File: src/rtl/adc_voltmeter.sv
// adc_voltmeter: averages 2^AVG_LOG2 XADC codes, scales the mean to millivolts
// and converts it to packed BCD with a sequential double-dabble.
module adc_voltmeter #(
    parameter int AVG_LOG2 = 8,
    parameter int FULL_SCALE_MV = 1000
) (
    input  logic        clk,
    input  logic        reset,
    input  logic [15:0] data,
    input  logic        sample_valid,
    output logic [13:0] millivolts,
    output logic [15:0] bcd,
    output logic        result_valid,
    output logic        busy,
    output logic        overrun
);
    localparam int CW = AVG_LOG2 > 0 ? AVG_LOG2 : 1;
    localparam int SW = 12 + AVG_LOG2;
    typedef enum logic [1:0] {ACCUM, SCALE, CONVERT} state_t;
    state_t state;
    logic [SW-1:0] acc, sum_q, win_sum;
    logic [CW-1:0] count;
    logic [25:0] product;
    logic [13:0] mv, mv_sh;
    logic [15:0] work, adj, next_work;
    logic [3:0] iter;
    logic done, unused_bits;
    assign win_sum = acc + SW'(data[15:4]);
    assign done = sample_valid && count == CW'((1 << AVG_LOG2) - 1);
    assign mv = product[25:12];
    assign mv_sh = mv << iter;
    assign next_work = {adj[14:0], mv_sh[13]};
    assign unused_bits = ^{data[3:0], product[11:0], sum_q, adj[15], mv_sh[12:0]};
    for (genvar g = 0; g < 4; g++) begin : g_dabble
        assign adj[4*g +: 4] = work[4*g +: 4] >= 4'd5 ? work[4*g +: 4] + 4'd3 : work[4*g +: 4];
    end
    always_ff @(posedge clk) begin
        if (reset) begin
            acc <= '0;
            count <= '0;
            sum_q <= '0;
            product <= '0;
            work <= '0;
            iter <= '0;
            state <= ACCUM;
            millivolts <= '0;
            bcd <= '0;
            result_valid <= 1'b0;
            busy <= 1'b0;
            overrun <= 1'b0;
        end else begin
            result_valid <= 1'b0;
            overrun <= done && state != ACCUM;
            if (sample_valid) begin
                acc <= done ? '0 : win_sum;
                count <= done ? '0 : count + CW'(1);
            end
            case (state)
                ACCUM: if (done) begin
                    sum_q <= win_sum;
                    busy <= 1'b1;
                    state <= SCALE;
                end
                SCALE: begin
                    product <= 26'(sum_q[AVG_LOG2 +: 12]) * 26'(FULL_SCALE_MV);
                    work <= '0;
                    iter <= '0;
                    state <= CONVERT;
                end
                default: begin
                    work <= next_work;
                    iter <= iter + 4'd1;
                    if (iter == 4'd13) begin
                        millivolts <= mv;
                        bcd <= next_work;
                        result_valid <= 1'b1;
                        busy <= 1'b0;
                        state <= ACCUM;
                    end
                end
            endcase
        end
    end
endmodule

File: config.mk
export PLATFORM = sky130hd
export DESIGN_NAME = adc_voltmeter
export DESIGN_NICKNAME = d
export VERILOG_FILES = /design/src/rtl/adc_voltmeter.sv
export SDC_FILE = /design/constraint.sdc
export NUM_CORES = 1
export LEC_CHECK = 0
export CORE_ASPECT_RATIO = 0.9
export CORE_MARGIN = 5
export CORE_UTILIZATION = 65
export DETAILED_ROUTE_END_ITERATION = 16
export DONT_BUFFER_PORTS = 1
export PLACE_DENSITY = 0.81
export REMOVE_ABC_BUFFERS = 1
export SYNTH_ARGS = -nofsm -noshare
export SYNTH_HDL_FRONTEND = slang
export SYNTH_SLANG_ARGS = --single-unit
File: constraint.sdc
create_clock -name clk -period 5.2 [get_ports clk]
set_input_delay 1.04 -clock clk [delete_from_list [all_inputs] [get_ports clk]]
set_output_delay 1.04 -clock clk [all_outputs]
set_load 0.02 [all_outputs]
# Yosys cells after proc, flatten, opt, wreduce, memory -nomap -nowiden
# Cells that the tools add are included.
dict set report classes {
  n_mul 1
  muxes 15
  bitwise 2
  addsub 7
  n_lt_le_gt_ge 4
  n_eq_ne 4
  n_reduce_logical 12
  shift 1
}
# cell n
set ops {}
lappend ops {{$pmux 16 s2} 1}
lappend ops {{$add 20x12->20} 1}
lappend ops {{$mux 20} 1}
lappend ops {{$mul 12x7->19 const B} 1}
lappend ops {{$ge 4x3->1 const B} 4}
lappend ops {{$shl 10x4->14} 1}
lappend ops {{$add 4x2->4 const B} 3}
lappend ops {{$mux 4} 3}
lappend ops {{$add 8x1->8 const B} 1}
lappend ops {{$eq 8x8->1 const B} 1}
lappend ops {{$mux 8} 1}
lappend ops {{$pmux 4 s2} 1}
lappend ops {{$reduce_and 2->1} 3}
lappend ops {{$add 4x1->4 const B} 1}
lappend ops {{$eq 4x4->1 const B} 1}
lappend ops {{$mux 2} 2}
lappend ops {{$pmux 2 s2} 1}
lappend ops {{$reduce_bool 2->1} 2}
lappend ops {{$add 3x2->3 const B} 1}
lappend ops {{$mux 1} 3}
lappend ops {{$mux 3} 1}
lappend ops {{$reduce_and 3->1} 1}
lappend ops {{$reduce_bool 3->1} 1}
lappend ops {{$reduce_or 3->1} 1}
lappend ops {{7 further kinds} 9}
dict set report word_totals {
  input_bits 19
  regBits 118
  out_inout_bits 33
  word_cells 58
}

# Longest topological paths before layout
# Gate-level depths: netlist (run 1).
dict set report logic_depth {
  depth_word 4
  mapped_depth 15
  ltp_nobuf 15
}

# Worst setup path after synthesis (run 1)
# No wires, ideal clock.
dict set report synth_path {
  path_type {register to register}
  from {reg sum_q[12]}
  to {reg product[21]}
  t_arrival_ps 4027
  synth_period_minus_slack_ps 4154
  path_buffers 0
  required_ps 5073
  stages_incl_launch_ff 14
  path_slack_ps 1046
  setup_time_ps 127
  path_cell_list {dfxtp_1 > inv_1 > fa_1 > fa_1 > fa_1 > fa_1 > inv_1 > ha_1 > a21oi_1 > o21a_1 > nand3b_1 > o2111ai_1 > and4_1 > or3_1}
}
dict set report synth_via {
  elab_chain_cells 1
}
# element line_no
set synth_lines {}
lappend synth_lines {{start: declaration} 21} ;# logic [SW-1:0] acc, sum_q, win_sum;
lappend synth_lines {{start signal: assignment} 60} ;# sum_q <= win_sum;
lappend synth_lines {{$mul 12x7->19} 65} ;# product <= 26'(sum_q[AVG_LOG2 +: 12]) * 26'(FULL_SCALE_MV);
lappend synth_lines {{end signal: assignment} 65}
lappend synth_lines {{end: declaration} 23} ;# logic [25:0] product;
# No other way between the ends.
# A chain may end at the register's enable or synchronous reset.

# Final worst setup path (run 1)
# Same ends and word-level chain as after synthesis.

==> results.ini, run 1 <==
[hold_path]
min_path_type=reg -> reg

[routing]
first_iter_violations=340
drt_pass1_iterations=5
drt-total-wl_microns=14100
remaining_drc_errors=0
avgViaCountPerCell=6.01
wire_per_inst_microns=15.5
via_count=5455
antenna_left=0

[grt]
grt_overflow=0
grt_pass1_wl_microns=24500
grt_max_degree=95
grt_usage_pct=22.7
first_global_vias=5383
antenna_found_initial=0

[sta]
period_needed_ns=4.55
tns_ns=0
slew_viol_final=0
tightest_slew_ns=1.13
hold_violations=0
slew_headroom_pct=24.8
finalClockSkew_ns=0.00789
max_clock_freq_ghz=0.220
fin_crit_sh_pct=87.5
setup_viol=0
worst_slack_ns=0.649
rsz0062_at_grt=no
whs_ns=0.467

[finish]
area_delta_synth_final_pct=3.93
fin_util_pct=69.9
stdcell_area_sq_mm=0.00722
nets=896
stdcell_count=907
drive_gt1_share_pct=3.73
diodes=0

[worst_setup_path]
timing.critical_path.mode_cell=fa_1
critical-path-max-stage-delay_ns=0.58
crit_chain=inv_1 -> fa_1 -> fa_1 -> fa_1 -> fa_1 -> inv_1 -> ha_1 -> a21oi_1 -> o21a_1 -> nand3b_1 -> o2111ai_1 -> and4_1 -> or3_1
arrival_ns=4.78
crit_family=adder cells
endpoint_kind=flip-flop
cp_max_fo=5
crit_type=reg -> reg
critPathLaunchType=flip-flop
crit_slowest_cell=fa_1
critPathBufInv=2
critical_path_required_ns=5.43

[logic_synthesis]
synth_compound_gate_area_share_pct=15.8
synth_area_sq_mm=0.00695
synth_fa_ha_area_share_pct=22.8
synth_xor_xnor_area_share_pct=3.53
synth-seq-cells=101
ys_warn_count=0
synth_area_per_cell_sq_um=8.65
synth_async_sr_flop_share_pct=0
synthMuxAreaShare_pct=2.25
seq_area_frac_synth_pct=29.1
synthSimpleGateAreaFrac_pct=19.6
ys.flop_type=dfxtp_1
synth_cell_types=65
syn_inst=803
synth_edf_count=0
synth_top_family_by_area=adder cells

[power_and_ir_drop]
leakage_nw=2.98
ir_drop_uv=242
p_total_mw=1.66
power_density_mw_per_mm2=229

[clock_tree]
clk_path_buf_depth=2
clk_pin_slew_worst_paths_ns=0.07
hold_buffers=0
clock_latency_ns=0.34
htree_levels=3
cts_setup_buffers=0
cts_resized=0
cts_made_buffers=9
cts-root-buf=clkbuf_16
tritoncts=built
cts.sink_count=101

[placement]
io_buffers=0
hpwlAfterDp_microns=10200
dp.cells=891
place_area_sq_mm=0.00693
gp_congestion=0.866
dp_worst_setup_slack_ns=0.715

[die]
die-area_sq_mm=0.0129
die_h_microns=108
io_pins=52
initial_core_util_pct=67.2
fp-row-count=35
core-area_sq_mm=0.0103
die_w_microns=119

[flow_run]
maxCapViolations=0

[status]
status=finished clean

-- worst reg2reg max path, stage by stage (launching register included) --
cell	delay (ns)
dfxtp_1	0.44
inv_1	0.16
fa_1	0.58
fa_1	0.44
fa_1	0.49
fa_1	0.51
inv_1	0.04
ha_1	0.33
a21oi_1	0.21
o21a_1	0.23
nand3b_1	0.16
o2111ai_1	0.22
and4_1	0.26
or3_1	0.36
-- worst paths after layout --
kind	depth (start not counted)	endpoint	slack, ns	from
setup reg to reg	13	product[21]	0.65	sum_q[12]
setup / recovery	13	product[21]	0.65	sum_q[12]
hold reg to reg	2	acc[7]	0.47	acc[7]
hold / removal	2	acc[7]	0.47	acc[7]
-- power breakdown --
part	switching [mW]	internal [mW]
Combinational	0.101	0.0733
Sequential	0.0198	0.794
Clock	0.293	0.375
-- final cells by class --
| type | instances | area, sq um |
|---|---|---|
| Clock buffer | 11 | 233 |
| Fill cell | 836 | 3120 |
| Multi-Input combinational cell | 587 | 4460 |
| Timing Repair Buffer | 1 | 7.51 |
| Sequential cell | 101 | 2020 |
| Clock inverter | 5 | 58.8 |
| Inverter | 73 | 274 |
| Tap cell | 129 | 161 |
-- layout by cell type, fill, tap and decap left out, types with 5 or more instances in the layout --
| master | Yosys | routed |
|---|---|---|
| ha_1 | 66 | 66 |
| o21a_1 | 7 | 7 |
| xnor2_1 | 11 | 11 |
| nor2_1 | 55 | 55 |
| nand4_1 | 12 | 12 |
| a21o_1 | 8 | 8 |
| a311oi_1 | 7 | 7 |
| clkbuf_16 | 0 | 9 |
| o211ai_1 | 7 | 7 |
| nor4b_1 | 5 | 5 |
| nor3b_1 | 15 | 15 |
| nand2_1 | 86 | 86 |
| nand2b_1 | 17 | 17 |
| a211oi_1 | 8 | 8 |
| or3_1 | 8 | 8 |
| dfxtp_1 | 101 | 101 |
| inv_1 | 73 | 73 |
| nand3_1 | 28 | 28 |
| nor3_1 | 18 | 18 |
| o21ai_0 | 28 | 28 |
| nor2b_1 | 5 | 5 |
| a21oi_1 | 62 | 62 |
| xor2_1 | 17 | 17 |
| fa_1 | 38 | 38 |
| mux2i_1 | 10 | 10 |
-- cell families (layout without fill, tap and decap cells) --
group,after synthesis,count (layout)
and+or+nand+nor,272,272
AOI/OAI and AO/OA,166,166
buffers and inverters,118,90
adders and majority gates,104,104
DFF,101,101
xor gates and xnor gates,28,28
muxes,13,13
other,1,4
-- state kept, by name, summed over array words and instances, names as in the netlist --
name / flops
sum_q: 12
iter: 4
busy: 1
acc: 20
work: 16
product: 10
state: 2
result_valid: 1
overrun: 1
count: 8
millivolts: 10
bcd: 16
-- synth_stat cells, types with 3 or more instances --
master | number | area (sq um)
nand2b_1 | 17 | 106
nor2_1 | 55 | 206
o21ai_0 | 28 | 140
and4_1 | 4 | 35.0
a311oi_1 | 7 | 61.3
o2111ai_1 | 4 | 35.0
a21oi_1 | 62 | 310
a22o_1 | 4 | 35.0
xor2_1 | 17 | 149
xnor2_1 | 11 | 96.3
and3_1 | 4 | 25.0
o211ai_1 | 7 | 52.6
buf_2 | 6 | 30.0
buf_1 | 4 | 15.0
nor4b_1 | 5 | 43.8
or3_1 | 8 | 50.1
ha_1 | 66 | 826
mux2i_1 | 10 | 100
a22oi_1 | 3 | 22.5
buf_4 | 4 | 30.0
o21a_1 | 7 | 52.6
nor4_1 | 3 | 18.8
fa_1 | 38 | 761
nor3b_1 | 15 | 113
dfxtp_1 | 101 | 2020
clkbuf_1 | 30 | 113
a211oi_1 | 8 | 60.1
a41oi_1 | 4 | 35.0
nand4_1 | 12 | 75.1
nor2b_1 | 5 | 31.3
inv_1 | 73 | 274
nand3_1 | 28 | 140
a21o_1 | 8 | 60.1
nand2_1 | 86 | 323
a211o_1 | 3 | 26.3
nor3_1 | 18 | 90.1
-- routing by layer --
metal	up-vias	global-route usage, %	share of wire, %
li1	2717	-	-
met1	2589	28.1	44
met2	123	40.8	50
met3	26	4.18	4.3
met4	0	6.45	1.5
met5	-	0	0
Note: power is estimated with default switching activity, not from simulation.
==> inputs of run 2 (changes only) <==
--- a/config.mk
+++ b/config.mk
@@ -8,6 +8,7 @@
 export CORE_ASPECT_RATIO = 0.9
 export CORE_MARGIN = 5
 export CORE_UTILIZATION = 65
+export CTS_BUF_LIST = sky130_fd_sc_hd__clkbuf_4 sky130_fd_sc_hd__clkbuf_8
 export DETAILED_ROUTE_END_ITERATION = 16
 export DONT_BUFFER_PORTS = 1
 export PLACE_DENSITY = 0.81
==> run 2 against run 1 <==
  * Global-route usage fell by 0.31 points
  * Critical path depth did not move
  * Critical path type unchanged
  * Total power fell by 9.7%
  * Flip-flop and latch count did not move
  * Utilization fell by 0.91 points
  * Clock skew barely moved
  * Critical endpoint unchanged
  * Final area fell by 1.3%
==> results.ini, run 2 (synthesized netlist as in run 1, its figures left out) <==
[routing]
first_iter_violations=383  ; was 340
remaining_drc_errors=0  ; unchanged
antenna_left=0  ; unchanged
drt_pass1_iterations=4  ; was 5
wire_per_inst_microns=15.3  ; was 15.5 microns
via_count=5428  ; was 5455
drt-total-wl_microns=13900  ; was 14100 microns
avgViaCountPerCell=5.98  ; was 6.01

[die]
die_w_microns=119  ; unchanged
io_pins=52  ; unchanged
die_h_microns=108  ; unchanged
initial_core_util_pct=67.2  ; unchanged
core-area_sq_mm=0.0103  ; unchanged
fp-row-count=35  ; unchanged
die-area_sq_mm=0.0129  ; unchanged

[grt]
use_met1_pct=28.0  ; was 28.1%
grt_overflow=0  ; unchanged
first_global_vias=5281  ; was 5383
met3_usage_pct=3.97  ; was 4.18%
grt_pass1_wl_microns=24100  ; was 24500 microns
top_usage_layer=met2  ; unchanged
use_met2_pct=40.0  ; was 40.8%
antenna_found_initial=0  ; unchanged
grt_usage_pct=22.4  ; was 22.7%
grt_max_degree=95  ; unchanged

[finish]
drive_gt1_share_pct=3.98  ; was 3.73%
nets=896  ; unchanged
final_common_cell=dfxtp_1  ; unchanged
stdcell_area_sq_mm=0.00713  ; was 0.00722 sq mm
top_regs=acc x20, bcd x16, work x16  ; unchanged
layout_common_cells=101 x dfxtp_1, 86 x nand2_1, 73 x inv_1  ; unchanged
largest_register_ffs=20  ; unchanged
area_delta_synth_final_pct=2.58  ; was 3.93%
top_register=acc  ; unchanged
nFillCells=846  ; was 836
diodes=0  ; unchanged

[placement]
io_buffers=0  ; unchanged
hpwlAfterDp_microns=10200  ; unchanged
gp_congestion=0.866  ; unchanged
place_area_sq_mm=0.00693  ; unchanged

[clock_tree]
cts_made_buffers=9  ; unchanged
hold_buffers=0  ; unchanged
htree_levels=3  ; unchanged
clk_pin_slew_worst_paths_ns=0.10  ; was 0.07 ns
cts-root-buf=clkbuf_8  ; was clkbuf_16
clock_latency_ns=0.37  ; was 0.34 ns
cts_setup_buffers=0  ; unchanged
clk_path_buf_depth=2  ; unchanged
cts_resized=0  ; unchanged
tritoncts=built  ; unchanged
cts.sink_count=101  ; unchanged

[worst_setup_path]
crit_slowest_cell=fa_1  ; unchanged
timing.critical_path.mode_cell=fa_1  ; unchanged
arrival_ns=4.76  ; was 4.78 ns
r2r_cells=13  ; unchanged
cp_max_fo=5  ; unchanged
regToRegEndpoint=product[21]  ; unchanged
critical_path_required_ns=5.46  ; was 5.43 ns
crit_type=reg -> reg  ; unchanged
r2r_setup_slack_ns=0.70  ; was 0.65 ns
critical-path-max-stage-delay_ns=0.57  ; was 0.58 ns
worstReg2RegStart=sum_q[10]  ; was sum_q[12]
crit_chain=inv_1 -> fa_1 -> fa_1 -> fa_1 -> inv_1 -> fa_1 -> ha_1 -> nand2_1 -> a211oi_1 -> nor2_1 -> o2111ai_1 -> nor4b_1 -> or3_1  ; was inv_1 -> fa_1 -> fa_1 -> fa_1 -> fa_1 -> inv_1 -> ha_1 -> a21oi_1 -> o21a_1 -> nand3b_1 -> o2111ai_1 -> and4_1 -> or3_1
critPathLaunchType=flip-flop  ; unchanged
endpoint_kind=flip-flop  ; unchanged

[sta]
max_clock_freq_ghz=0.222  ; was 0.220 GHz
slew_viol_final=0  ; unchanged
rsz0062_at_grt=no  ; unchanged
fin_crit_sh_pct=86.5  ; was 87.5%
tns_ns=0  ; unchanged
period_needed_ns=4.50  ; was 4.55 ns
slew_headroom_pct=24.8  ; about the same
setup_viol=0  ; unchanged
hold_violations=0  ; unchanged
tightest_slew_ns=1.13  ; about the same
finalClockSkew_ns=0.00820  ; was 0.00789 ns

[hold_path]
whs_endpoint=acc[7]  ; unchanged
hp-start=acc[7]  ; unchanged
whs_path_depth=2  ; unchanged
min_path_type=reg -> reg  ; unchanged

[flow_run]
maxCapViolations=0  ; unchanged

[power_and_ir_drop]
leakage_nw=2.94  ; was 2.98 nW
power_density_mw_per_mm2=210  ; was 229 mW/mm^2
p_total_mw=1.49  ; was 1.66 mW
ir_drop_uv=220  ; was 242 uV

[status]
status=finished clean  ; unchanged

[run 2: final cells by class]
class                   count  area (sq um)  area share, %
clock buffers              11           139           1.95
clock inverters             5          58.8          0.825
inverters                  73           274           3.85
multi-input cells         587          4460           62.6
flip-flops and latches    101          2020           28.4
well taps                 129           161           2.27
repair buffers              1          7.51          0.105
[run 2: how the worst max path moves through the flow]
stage | endpoint | slack, ns | start
2_1_floorplan | product[21] | 1.05 | sum_q[12]
3_3_place_gp | product[21] | 0.80 | sum_q[12]
3_5_place_dp | product[21] | 0.72 | sum_q[10]
4_1_cts | product[21] | 0.70 | sum_q[10]
5_1_grt | product[21] | 0.40 | sum_q[12]
6_report | product[21] | 0.70 | sum_q[10]
[run 2: worst max-delay path: cells and delay by family (launching register included)]
kind / cells / cell delay [ns]
AOI/OAI and AO/OA: 2 / 0.74
DFF: 1 / 0.43
buffers and inverters: 2 / 0.20
adders and majority gates: 5 / 2.35
and+or+nand+nor: 4 / 0.68
[run 2: metal layers]
metal | share of wire [%] | vias up
met5 | 0 | -
met4 | 1.7 | 0
met3 | 3.9 | 22
met2 | 50 | 128
met1 | 45 | 2569
li1 | - | 2709
[run 2: through the flow]
stage / setup WS [ns] / hold slack, ns / instances / utilization [%]
3_5_place_dp: 0.715 / 0.459 / 891 / 67.0
4_1_cts: 0.698 / 0.475 / 907 / 68.9
5_1_grt: 0.395 / 0.501 / 907 / 68.9
2_1_floorplan: 1.05 / 0.435 / 761 / -
3_3_place_gp: 0.803 / 0.450 / 891 / 67.0
6_report: 0.702 / 0.473 / 907 / 68.9
[run 2: power breakdown]
group | switching (mW) | internal [mW]
clock network | 0.273 | 0.235
logic | 0.100 | 0.0733
registers | 0.0198 | 0.794
total | 0.393 | 1.10
==> inputs of run 3 (changes only) <==
--- a/config.mk
+++ b/config.mk
@@ -12,6 +12,7 @@
 export DETAILED_ROUTE_END_ITERATION = 16
 export DONT_BUFFER_PORTS = 1
 export PLACE_DENSITY = 0.81
+export RECOVER_POWER = 50
 export REMOVE_ABC_BUFFERS = 1
 export SYNTH_ARGS = -nofsm -noshare
 export SYNTH_HDL_FRONTEND = slang
==> run 3 against run 2 <==
  * The flow now finishes with violations (capacitance limit, slew limit)
  * Via count rose by 0.26%
  * Wire length rose by 0.36%
  * Utilization down 0.097 points
  * Register-to-register slack barely moved
  * Worst setup slack gained 0.0013 ns
  * Maximum frequency about the same
  * Critical path type unchanged
==> results.ini, run 3 (synthesized netlist as in run 1, its figures left out) <==
[status]
status=finished with violations  ; was finished clean
violations=capacitance limit, slew limit

[die]
initial_core_util_pct=67.2  ; unchanged
core-area_sq_mm=0.0103  ; unchanged
die-area_sq_mm=0.0129  ; unchanged
die_w_microns=119  ; unchanged
die_h_microns=108  ; unchanged
io_pins=52  ; unchanged
fp-row-count=35  ; unchanged

[finish]
top_regs=acc x20, bcd x16, work x16  ; unchanged
drive_gt1_share_pct=3.73  ; was 3.98%
largest_register_ffs=20  ; unchanged
area_delta_synth_final_pct=2.43  ; was 2.58%
stdcell_count=907  ; unchanged
final_common_cell=dfxtp_1  ; unchanged
stdcell_area_sq_mm=0.00712  ; was 0.00713 sq mm
nets=896  ; unchanged
top_register=acc  ; unchanged
diodes=0  ; unchanged
nFillCells=846  ; unchanged
layout_common_cells=101 x dfxtp_1, 86 x nand2_1, 73 x inv_1  ; unchanged

[sta]
setup_viol=0  ; unchanged
fin_crit_sh_pct=86.5  ; about the same
rsz0062_at_grt=no  ; unchanged
tightest_slew_ns=1.71  ; was 1.13 ns
period_needed_ns=4.50  ; about the same
finalClockSkew_ns=0.00884  ; was 0.00820 ns
hold_violations=0  ; unchanged
slew_headroom_pct=-14.0  ; was 24.8%
slew_viol_final=42  ; was 0
tns_ns=0  ; unchanged
max_clock_freq_ghz=0.222  ; about the same

[routing]
via_count=5442  ; was 5428
avgViaCountPerCell=6.00  ; was 5.98
remaining_drc_errors=0  ; unchanged
drt_pass1_iterations=5  ; was 4
antenna_left=0  ; unchanged
wire_per_inst_microns=15.4  ; was 15.3 microns
drt-total-wl_microns=13900  ; about the same
first_iter_violations=372  ; was 383

[worst_setup_path]
crit_type=reg -> reg  ; unchanged
critPathBufInv=2  ; unchanged
startpoint=sum_q[10]  ; unchanged
cp_max_fo=5  ; unchanged
worstReg2RegStart=sum_q[10]  ; unchanged
timing.critical_path.mode_cell=fa_1  ; unchanged
crit_chain=inv_1 -> fa_1 -> fa_1 -> fa_1 -> inv_1 -> fa_1 -> ha_1 -> nand2_1 -> a211oi_1 -> nor2_1 -> o2111ai_1 -> nor4b_1 -> or3_1  ; unchanged
endpoint_kind=flip-flop  ; unchanged
critical-path-max-stage-delay_ns=0.57  ; about the same
crit_slowest_cell=fa_1  ; unchanged
crit_family=adder cells  ; unchanged
critical_path_required_ns=5.46  ; about the same
critPathLaunchType=flip-flop  ; unchanged
arrival_ns=4.76  ; about the same

[placement]
io_buffers=0  ; unchanged
hpwlAfterDp_microns=10200  ; unchanged
place_area_sq_mm=0.00693  ; unchanged
dp.cells=891  ; unchanged
gp_congestion=0.866  ; unchanged

[power_and_ir_drop]
swShare_pct=26.4  ; was 26.3%
internal_power_mw=1.10  ; about the same
power_density_mw_per_mm2=210  ; about the same
leakage_nw=2.92  ; was 2.94 nW
power_frac_seq_pct=54.4  ; about the same
p_switching_uw=394  ; was 393 uW
p_clk_share_pct=34.0  ; about the same
p_total_mw=1.50  ; was 1.49 mW
ir_drop_uv=219  ; was 220 uV
comb_power_share_pct=11.6  ; about the same

[grt]
grt_pass1_wl_microns=24100  ; unchanged
grt_max_degree=95  ; unchanged
antenna_found_initial=0  ; unchanged
grt_usage_pct=22.4  ; unchanged
grt_overflow=0  ; unchanged
first_global_vias=5281  ; unchanged

[clock_tree]
clock_latency_ns=0.37  ; about the same
tritoncts=built  ; unchanged
cts.sink_count=101  ; unchanged
cts_made_buffers=9  ; unchanged
clk_path_buf_depth=2  ; unchanged
hold_buffers=0  ; unchanged
cts_resized=0  ; unchanged
cts-root-buf=clkbuf_8  ; unchanged
cts_setup_buffers=0  ; unchanged
clk_pin_slew_worst_paths_ns=0.10  ; about the same
htree_levels=3  ; unchanged

[flow_run]
maxCapViolations=1  ; was 0

[hold_path]
min_path_type=reg -> reg  ; unchanged
hp-start=acc[7]  ; unchanged

run 3: stage by stage:
stage / util (%) / setup slack (ns) / hold slack (ns)
floorplan: - / 1.05 / 0.435
global placement: 67.0 / 0.803 / 0.450
detailed placement: 67.0 / 0.715 / 0.459
CTS: 68.9 / 0.698 / 0.475
global route: 68.8 / 0.395 / 0.501
finish: 68.8 / 0.704 / 0.474
run 3: worst register-to-register path: cells and delay by family (launching register included):
| kind | cells | cell delay [ns] |
|---|---|---|
| flip-flops | 1 | 0.43 |
| AND/OR/NAND/NOR | 4 | 0.68 |
| AO/OA/AOI/OAI | 2 | 0.74 |
| buffers and inverters | 2 | 0.20 |
| adder cells (fa/ha/maj) | 5 | 2.35 |
run 3: cell type report:
cell class | instances | area [sq um] | area share [%]
multi-input cells | 587 | 4460 | 62.6
flip-flops and latches | 101 | 2020 | 28.4
inverters | 73 | 274 | 3.85
well taps | 129 | 161 | 2.27
clock buffers | 11 | 139 | 1.95
clock inverters | 5 | 58.8 | 0.826
repair buffers | 1 | 3.75 | 0.0528
run 3: routing by layer:
metal	GRT usage, %	up-vias	wire [microns]
met5	0	-	0
li1	-	2714	-
met4	6.45	0	244
met1	28.0	2584	6190
met3	3.97	24	564
met2	40.0	120	6930
run 3: final timing paths:
| check | to | slack (ns) | depth (start not counted) |
|---|---|---|---|
| min | acc[7] | 0.47 | 2 |
| max reg2reg | product[21] | 0.70 | 13 |
| max | product[21] | 0.70 | 13 |
| min reg2reg | acc[7] | 0.47 | 2 |
run 3: power by group through the flow:
stage / Sequential, mW / Combinational (mW) / Clock [mW]
floorplan: 0.826 / 0.143 / 0
global placement: 0.829 / 0.165 / 0
detailed placement: 0.831 / 0.171 / 0
CTS: 0.813 / 0.173 / 0.523
global route: 0.817 / 0.196 / 0.556
finish: 0.813 / 0.174 / 0.509
